### config.mk
export PLATFORM = sky130hd
export DESIGN_NAME = tick_prescaler
export DESIGN_NICKNAME = d
export VERILOG_FILES = /design/src/rtl/tick_prescaler_pkg.sv /design/src/rtl/tick_prescaler_input_filter.sv /design/src/rtl/tick_prescaler.sv
export SDC_FILE = /design/constraint.sdc
export NUM_CORES = 1
export LEC_CHECK = 0
export ABC_AREA = 0
export BUFFER_PORTS_ARGS = -buffer_cell sky130_fd_sc_hd__buf_2
export CELL_PAD_IN_SITES_DETAIL_PLACEMENT = 1
export CELL_PAD_IN_SITES_GLOBAL_PLACEMENT = 1
export CORE_MARGIN = 4
export CORE_UTILIZATION = 44
export CTS_CLUSTER_DIAMETER = 120
export DETAILED_ROUTE_END_ITERATION = 8
export GPL_TIMING_DRIVEN = 0
export PLACE_DENSITY = 0.79
export SLEW_MARGIN = 20
export SYNTH_ARGS = -nofsm -noshare
export SYNTH_HDL_FRONTEND = slang
export SYNTH_SLANG_ARGS = --single-unit
### constraint.sdc
create_clock -name clk -period 3.3 [get_ports clk]
set_clock_uncertainty 0.05 [all_clocks]
set_input_delay 0.165 -clock clk [delete_from_list [all_inputs] [get_ports clk]]
set_output_delay 0.165 -clock clk [all_outputs]
set_load 0.01 [all_outputs]
### src/rtl/tick_prescaler_pkg.sv
// Shared widths, FSM encoding and default terminal count for the tick prescaler.
package tick_pkg;

    localparam int unsigned COUNT_W = 24;
    localparam int unsigned SEL_W   = 8;

    localparam logic [COUNT_W-1:0] MAX_COUNT_DEFAULT = 24'd10_000_000;

    typedef enum logic {
        IDLE = 1'b0,
        RUN  = 1'b1
    } state_e;

endpackage

### src/rtl/tick_prescaler_input_filter.sv
// Synchronizes the asynchronous period selector and only accepts a value once it
// has been seen unchanged for STABLE_CYCLES consecutive clocks.
module input_filter
    import tick_pkg::*;
#(
    parameter int unsigned SYNC_STAGES   = 2,
    parameter int unsigned STABLE_CYCLES = 16
) (
    input  logic             clk,
    input  logic             reset,
    input  logic [SEL_W-1:0] sel_async_i,
    output logic [SEL_W-1:0] sel_stable_o
);

    localparam logic [7:0] STABLE_LIM = 8'(STABLE_CYCLES);

    logic [SYNC_STAGES-1:0][SEL_W-1:0] sync_q;
    logic [SEL_W-1:0]                  sel_sync;
    logic [SEL_W-1:0]                  cand_q, cand_d;
    logic [7:0]                        cnt_q, cnt_d;
    logic [SEL_W-1:0]                  stable_q, stable_d;

    always_ff @(posedge clk or posedge reset) begin
        if (reset) begin
            sync_q <= '0;
        end else begin
            sync_q <= {sync_q[SYNC_STAGES-2:0], sel_async_i};
        end
    end

    assign sel_sync = sync_q[SYNC_STAGES-1];

    // cnt counts matching samples including the first one, saturating at the limit.
    always_comb begin
        cand_d   = cand_q;
        cnt_d    = cnt_q;
        stable_d = stable_q;
        if (sel_sync != cand_q) begin
            cand_d = sel_sync;
            cnt_d  = 8'd1;
        end else if (cnt_q < STABLE_LIM) begin
            cnt_d = cnt_q + 8'd1;
        end
        if (cnt_d >= STABLE_LIM) begin
            stable_d = cand_d;
        end
    end

    always_ff @(posedge clk or posedge reset) begin
        if (reset) begin
            cand_q   <= '0;
            cnt_q    <= '0;
            stable_q <= '0;
        end else begin
            cand_q   <= cand_d;
            cnt_q    <= cnt_d;
            stable_q <= stable_d;
        end
    end

    assign sel_stable_o = stable_q;

endmodule

### src/rtl/tick_prescaler.sv
// Programmable prescaler: emits a one-cycle tick every period+1 enabled cycles,
// with the period picked from a debounced selector at each wrap.
module tick_prescaler
    import tick_pkg::*;
#(
    parameter logic [COUNT_W-1:0] MAX_COUNT     = MAX_COUNT_DEFAULT,
    parameter int unsigned        SYNC_STAGES   = 2,
    parameter int unsigned        STABLE_CYCLES = 16
) (
    input  logic               clk,
    input  logic               reset,
    input  logic               ena,
    input  logic [SEL_W-1:0]   period_sel,
    output logic               tick,
    output logic [COUNT_W-1:0] count,
    output logic [COUNT_W-1:0] period,
    output logic               cfg_changed
);

    state_e             state_q, state_d;
    logic [COUNT_W-1:0] count_q, count_d;
    logic [COUNT_W-1:0] period_q, period_d;
    logic               tick_q, tick_d;
    logic               cfg_q, cfg_d;
    logic [SEL_W-1:0]   sel_stable;
    logic [COUNT_W-1:0] target;

    input_filter #(
        .SYNC_STAGES   (SYNC_STAGES),
        .STABLE_CYCLES (STABLE_CYCLES)
    ) u_input_filter (
        .clk          (clk),
        .reset        (reset),
        .sel_async_i  (period_sel),
        .sel_stable_o (sel_stable)
    );

    assign target = (sel_stable == '0) ? MAX_COUNT : {6'b0, sel_stable, 10'b0};

    always_ff @(posedge clk or posedge reset) begin
        if (reset) begin
            state_q <= IDLE;
        end else begin
            state_q <= state_d;
        end
    end

    always_comb begin
        state_d = state_q;
        case (state_q)
            IDLE:    if (ena)  state_d = RUN;
            RUN:     if (!ena) state_d = IDLE;
            default: state_d = IDLE;
        endcase
    end

    always_comb begin
        count_d  = count_q;
        period_d = period_q;
        tick_d   = 1'b0;
        cfg_d    = 1'b0;
        case (state_q)
            IDLE: begin
                if (ena) begin
                    count_d  = '0;
                    period_d = target;
                end
            end
            RUN: begin
                if (ena) begin
                    if (count_q == period_q) begin
                        count_d  = '0;
                        period_d = target;
                        tick_d   = 1'b1;
                        cfg_d    = (target != period_q);
                    end else begin
                        count_d = count_q + 1'b1;
                    end
                end
            end
            default: ;
        endcase
    end

    always_ff @(posedge clk or posedge reset) begin
        if (reset) begin
            count_q  <= '0;
            period_q <= MAX_COUNT;
            tick_q   <= 1'b0;
            cfg_q    <= 1'b0;
        end else begin
            count_q  <= count_d;
            period_q <= period_d;
            tick_q   <= tick_d;
            cfg_q    <= cfg_d;
        end
    end

    assign tick        = tick_q;
    assign count       = count_q;
    assign period      = period_q;
    assign cfg_changed = cfg_q;

endmodule

==> results of run 1 <==
==> per-layer routing <==
layer	vias up	global-route usage	routed length [um]
met5	-	0	0
met3	9	0.0438	308
met2	49	0.319	4050
met1	1252	0.246	3470
li1	1142	-	-
met4	0	0.0735	134
==> area by class of cell <==
type	count	area (um2)	area share
well taps	99	124	0.0297
multi-input cells	197	1310	0.315
repair buffers	60	365	0.0876
flip-flops and latches	76	1910	0.457
clock buffers	10	138	0.0330
plain buffers	29	191	0.0459
inverters	9	36.3	0.00870
clock inverters	6	95.1	0.0228
==> state kept, by name (all words and copies together), names as in the netlist <==
register	cells
cfg_changed	1
count	24
period	9
state_q	1
tick	1
u_input_filter.cand_q	8
u_input_filter.cnt_q	8
u_input_filter.sel_stable_o	8
u_input_filter.sel_sync	8
u_input_filter.sync_q	8
==> worst paths after layout <==
kind	startpoint	to	slack (ns)	cells after the start
max	count[0]$_DFFE_PP0P_	period[14]$_DFFE_PP0P_	0.51	9
max reg2reg	count[0]$_DFFE_PP0P_	period[14]$_DFFE_PP0P_	0.51	9
min reg2reg	u_input_filter.sync_q[1]$_DFF_PP0_	u_input_filter.sel_sync[1]$_DFF_PP0_	0.31	0
min	u_input_filter.sync_q[1]$_DFF_PP0_	u_input_filter.sel_sync[1]$_DFF_PP0_	0.31	0
max in group asynchronous	reset	period[12]$_DFFE_PP1P_	2.26	4
min in group asynchronous	reset	state_q$_DFF_PP0_	0.32	3
==> synthesized netlist by cell type (2+ instances only) <==
master / number / area [um2]
a21o_1: 2 / 15.0
a21oi_1: 3 / 15.0
and2_1: 4 / 25.0
and3_1: 2 / 12.5
buf_4: 16 / 120
buf_8: 2 / 30.0
clkbuf_1: 11 / 41.3
dfrtp_1: 72 / 1800
dfstp_2: 4 / 105
ha_1: 3 / 37.5
inv_1: 9 / 33.8
mux2_1: 6 / 67.6
mux2_2: 8 / 90.1
mux2i_1: 5 / 50.1
nand2_1: 16 / 60.1
nand3_1: 11 / 55.1
nand4_1: 11 / 68.8
nor2_1: 32 / 120
nor3_1: 8 / 40.0
nor4_1: 5 / 31.3
nor4b_1: 3 / 26.3
o21ai_0: 3 / 15.0
o22ai_1: 2 / 12.5
or4_1: 3 / 22.5
xnor2_1: 21 / 184
xor2_1: 24 / 210
==> power breakdown <==
| group | internal [W] | switching [W] | total, W |
|---|---|---|---|
| Sequential | 0.000950 | 0.0000165 | 0.000967 |
| Combinational | 0.0000498 | 0.0000578 | 0.000108 |
| Clock | 0.000454 | 0.000377 | 0.000832 |
| Total | 0.00145 | 0.000452 | 0.00191 |
==> cells by family (layout without fill, tap and decap cells) <==
family	after synthesis	after routing	share of synthesized area
muxes	19	19	0.0609
and+or+nand+nor	103	103	0.154
adders and majority gates	3	3	0.0110
DFF	76	76	0.559
other	1	11	0.00110
buffers and inverters	38	114	0.0661
xor gates and xnor gates	45	45	0.116
AOI/OAI and AO/OA	16	16	0.0316
==> through the flow <==
| stage | setup slack, ns | hold slack [ns] | utilization | cells |
|---|---|---|---|---|
| CTS | 0.454 | 0.310 | 0.563 | 486 |
| global route | 0.297 | 0.322 | 0.563 | 486 |
| floorplan | 0.891 | 0.146 | - | 311 |
| global placement | 0.265 | 0.222 | 0.515 | 459 |
| finish | 0.510 | 0.308 | 0.563 | 486 |
| detailed placement | 0.578 | 0.167 | 0.518 | 460 |
==> worst max-delay path: cells and delay by family (launching register included) <==
| family | cells | cell delay [ns] |
|---|---|---|
| compound gates | 1 | 0.36 |
| fa+ha+maj | 1 | 0.16 |
| buf+inv | 2 | 0.27 |
| flops | 1 | 0.44 |
| mux | 1 | 0.34 |
| simple gates | 4 | 1.05 |
==> summary.txt, run 1 <==
Status
  – Status: finished, final reports clean

Clock tree
  – H-Tree Depth: 3
  – Reg clk slew, reported paths: ~0.090 ns
  – Clock net sink count: 76
  – Postcts setup bufs: 0
  – Max Root-Sink Buffers: 2
  – TritonCTS clock tree: built
  – Clk_lat worst skew: roughly 0.35 ns
  – CTS root buf: clkbuf_8
  – Cts hold-fix bufs: 10
  – CTS buffer count: 9
  – PostCTS Resize Cnt: 0

Placed design
  – I/O Buffers: 49
  – RD Place Congestion: 0.814
  – Placed instance area: approximately 0.0038 mm2
  – Final HPWL DP: around 5.5 mm

Synth
  – Seq/Total Area, Yosys: 0.559
  – Syn avg cell area: around 11 um2
  – Post-Synthesis Cells: around 300
  – Ys Warns: 0
  – Number of synthesized flops with an enable pin: 0
  – Yosys cell types: between 40 and 50
  – Ys flop type: dfrtp_1
  – Synth Register Bits: between 70 and 80
  – Synthesized area: approximately 0.0034 mm2
  – Ys async rst share: 1.00

Detailed routing
  – Vias: between 2000 and 2500
  – Routed vias/inst: between 5 and 6
  – Final ANT Viol Nets: 0
  – Total wire length: 7.96 mm
  – Total iterations of the first detailed-routing run: 4
  – Number of remaining DRC errors: 0
  – DRT iter0 DRCs: 71
  – Wire per inst: 16.4 um

Global route
  – Global-route wire length before repair: between 10 and 15 mm
  – GRT overflow: 0
  – Largest net degree at the start of global routing: 45
  – GRT Total Usage: 0.193
  – Number of global-route vias before repair: 2642
  – Initial antenna violation count: 0

Die
  – Core area: roughly 0.0074 mm2
  – Die Width: ~96 um
  – DIE HEIGHT: a little under 100 um
  – Starting Density: 0.460
  – Row count: 31
  – I/O pin total: a little over 60
  – Die area: about 0.0092 mm2

Power
  – VDD IR max: between 0.2 and 0.25 mV
  – Leakage: between 2 and 2.5 nW
  – PD cells: around 460 mW/mm2
  – Post-route total power: between 0.0015 and 0.002 W

Finish
  – Share of cells above drive strength 1: 0.261
  – Final #Nets: 396
  – Commonest non-fill, non-tap cell in the layout: dfrtp_1
  – Most frequent cells in the layout: 72 x dfrtp_1, 49 x buf_2, 32 x nor2_1
  – Area growth from synthesis to final layout: 22.4%
  – Fill cell count: between 800 and 900
  – Fin area: roughly 0.0042 mm2
  – Antenna diodes: 0

Job
  – Maxcap violations: 0

Setup path
  – Max FO, Critical Path: 10
  – Critical path type: reg2reg
  – CP max stage cell: or4b_1
  – Slowest stage delay, CP: 0.45 ns
  – Startpoint types: flop
  – Data arrival time of the critical path: approximately 3.0 ns
  – Worst endpoint required time: around 3.5 ns
  – Critical path, cell by cell: inv_1 > ha_1 > or4b_1 > nor4_2 > nand4_1 > o21ai_2 > and2_4 > buf_8 > mux2_1
  – Crit path capture type: flop

Timing
  – Fin crit share: 0.845
  – Fmax: roughly 360 MHz
  – Max transition margin: 0.367
  – Final setup fails: 0
  – Final Hold Vio Count: 0
  – RSZ-0062 raised after global routing: false
  – Fin crit period: about 2.8 ns
  – Worst slew pin tran: ~0.94 ns
  – Pins over their slew limit: 0
  – Setup_tns: 0 ns

Min path
  – HP Class: reg2reg
(Power assumes the default switching activity.)
==> inputs of run 2 (changes only) <==
==> constraint.sdc (replaced) <==
create_clock -name clk -period 2.7 [get_ports clk]
set_clock_uncertainty 0.05 [all_clocks]
set_input_delay 0.135 -clock clk [delete_from_list [all_inputs] [get_ports clk]]
set_output_delay 0.135 -clock clk [all_outputs]
set_load 0.01 [all_outputs]
==> summary.txt, run 2 (synthesis gave the netlist of run 1 again) <==
Status
  – Status: finished, final reports clean

Die
  – Row count: 31 (unchanged)
  – Die area: 0.00922 mm2 (unchanged)
  – Starting Density: 0.460 (unchanged)
  – DIE HEIGHT: 96.0 um (unchanged)
  – Core area: 0.00741 mm2 (unchanged)
  – I/O pin total: 61 (unchanged)
  – Die Width: 96.0 um (unchanged)

Power
  – PD cells: 554 mW/mm2 (+21%)
  – VDD IR max: 0.286 mV (+20%)
  – Internal: 0.00179 W (+23%)
  – Leakage: 2.11 nW (+1.7%)
  – Switching pwr: 0.000565 W (+25%)
  – Clock network power share: 0.436 (about the same)
  – Sw Ratio: 0.240 (+0.00312)
  – Comb power frac: 0.063 (+0.007)
  – Sequential power share: 0.501 (-0.006)
  – Post-route total power: 0.00235 W (+23%)

Finish
  – Final #Nets: 402 (+1.5%)
  – Commonest non-fill, non-tap cell in the layout: dfrtp_1
  – Area growth from synthesis to final layout: 24.6%
  – Share of cells above drive strength 1: 0.277 (+0.0164)
  – Antenna diodes: 0 (unchanged)
  – Most frequent cells in the layout: 72 x dfrtp_1, 49 x buf_2, 32 x nor2_1
  – Max reg flops: 24 (unchanged)
  – Fill cell count: 803 (-0.37%)

Placed design
  – Setup slack after placement: -0.0225 ns (-0.600 ns)
  – I/O Buffers: 49 (unchanged)
  – Final HPWL DP: 5.54 mm (unchanged)
  – RD Place Congestion: 0.814 (unchanged)

Job
  – Maxcap violations: 0 (unchanged)

Detailed routing
  – Final ANT Viol Nets: 0 (unchanged)
  – Number of remaining DRC errors: 0 (unchanged)
  – Total wire length: 8.20 mm (+3.0%)
  – Routed vias/inst: 5.05 (+0.15%)
  – Total iterations of the first detailed-routing run: 4 (unchanged)
  – Vias: 2486 (+1.4%)
  – Wire per inst: 16.7 um (+1.7%)
  – DRT iter0 DRCs: 68 (-4.2%)

Min path
  – HP Class: in2async

Timing
  – Final setup fails: 0 (unchanged)
  – Final Hold Vio Count: 0 (unchanged)
  – Fmax: 392 MHz (+9.3%)
  – Setup ws final: 0.147 ns (-0.364 ns)
  – Setup_tns: 0 ns (unchanged)
  – Fin crit period: 2.55 ns (-0.236 ns)
  – Fin crit share: 0.946 (+0.100)
  – RSZ-0062 raised after global routing: false
  – Worst slew pin tran: 0.944 ns (+0.00233 ns)
  – Pins over their slew limit: 0 (unchanged)
  – Max transition margin: 0.365 (-0.00157)

Setup path
  – Data arrival time of the critical path: 2.74 ns (-0.24 ns)
  – Crit path capture type: flop
  – R2r startpoint: count[0]$_DFFE_PP0P_
  – Critical path type: reg2reg
  – Crit Reg-Reg Endpoint: period[14]$_DFFE_PP0P_
  – R2R Setup Slk: 0.15 ns (-0.36 ns)
  – Slowest stage delay, CP: 0.47 ns (+0.02 ns)
  – Critical path, cell by cell: inv_1 > ha_1 > or4b_4 > nor4_4 > nand4_1 > o21ai_4 > and2_4 > buf_12 > mux2_1
  – Setup crit end: period[14]$_DFFE_PP0P_
  – Worst endpoint required time: 2.89 ns (-0.60 ns)
  – Max FO, Critical Path: 10 (unchanged)
  – Critical path depth: 9 (unchanged)
  – CP max stage cell: or4b_4
  – Top delay family on crit path: simple AND/OR/NAND/NOR gates
  – Buf/Inv on CP: 2 (unchanged)
  – Critical path launch point: count[0]$_DFFE_PP0P_
  – Startpoint types: flop
  – Worst r2r path cells: 9 (unchanged)

Global route
  – Largest net degree at the start of global routing: 45 (unchanged)
  – Met2 GRT Util: 0.335 (+0.0161)
  – GR peak layer: met2
  – GR Util met1: 0.247 (+0.000508)
  – Initial antenna violation count: 0 (unchanged)
  – Global-route wire length before repair: 13.6 mm (+2.2%)
  – Met3 usage: 0.0493 (+0.00547)
  – GRT Total Usage: 0.199 (+0.00567)
  – GRT overflow: 0 (unchanged)
  – Number of global-route vias before repair: 2662 (+0.76%)

Clock tree
  – Reg clk slew, reported paths: 0.09 ns (about the same)
  – CTS buffer count: 9 (unchanged)
  – CTS root buf: clkbuf_8
  – TritonCTS clock tree: built
  – H-Tree Depth: 3 (unchanged)
  – Clk_lat worst skew: 0.36 ns (about the same)
  – Max Root-Sink Buffers: 2 (unchanged)
  – Clock net sink count: 76 (unchanged)
run 2: changes by cell type in the layout (fill, tap and decap cells not counted):
cell,change
buf_4,+6
buf_12,+1
buf_8,-1
nor4_1,-1
nor4_4,+1
o21ai_2,-1
o21ai_4,+1
or4b_1,-1
or4b_4,+1
run 2: routing by layer:
metal  up-vias  wire, um
met5         -         0
met4         0       157
met3        15       309
met2        45      4260
met1      1269      3470
li1       1157         -
run 2: layout make-up:
cell class / count / area (um2) / area share
Sequential cell: 76 / 1910 / 0.449
Multi-Input combinational cell: 197 / 1340 / 0.316
Timing Repair Buffer: 66 / 410 / 0.0966
Buffer: 29 / 196 / 0.0463
Clock buffer: 10 / 138 / 0.0324
Tap cell: 99 / 124 / 0.0292
Clock inverter: 6 / 95.1 / 0.0224
Inverter: 9 / 36.3 / 0.00854
run 2: what timing repair did:
action	4_1_cts	5_1_grt
setup buffers	5	1
hold endpoints to repair	38	0
setup endpoints to repair	17	22
hold buffers	10	0
pin swaps	3	3
resized for setup	2	3
run 2: worst min-delay path, stage by stage:
cell and delay [ns]:
dlygate4sd3_1 0.52, buf_2 0.13, inv_4 0.33
run 2: through the flow:
stage	cell area [um2]	hold slack, ns	utilization	cells
2_1_floorplan	3450	0.116	-	311
3_3_place_gp	3810	0.192	0.515	459
3_5_place_dp	3840	0.137	0.518	460
4_1_cts	4220	0.291	0.570	491
5_1_grt	4250	0.322	0.573	492
6_report	4250	0.284	0.573	492
run 2: power groups by stage:
| stage | combinational, W | clock, W | sequential [W] |
|---|---|---|---|
| final | 0.000149 | 0.00103 | 0.00118 |
| after global routing | 0.000168 | 0.00109 | 0.00118 |
| after CTS | 0.000146 | 0.00103 | 0.00118 |
| after detailed placement | 0.000122 | 0 | 0.00120 |
| after global placement | 0.000113 | 0 | 0.00120 |
| after floorplan | 0.0000842 | 0 | 0.00120 |
run 2: worst min-delay path by stage:
stage | startpoint | endpoint | slack (ns) | depth (start not counted)
2_1_floorplan | ena | state_q$_DFF_PP0_ | 0.12 | 0
3_3_place_gp | period_sel[0] | u_input_filter.sync_q[0]$_DFF_PP0_ | 0.19 | 1
3_5_place_dp | reset | count[1]$_DFFE_PP0P_ | 0.14 | 2
4_1_cts | reset | count[2]$_DFFE_PP0P_ | 0.29 | 3
5_1_grt | reset | count[0]$_DFFE_PP0P_ | 0.32 | 3
6_report | reset | state_q$_DFF_PP0_ | 0.28 | 3
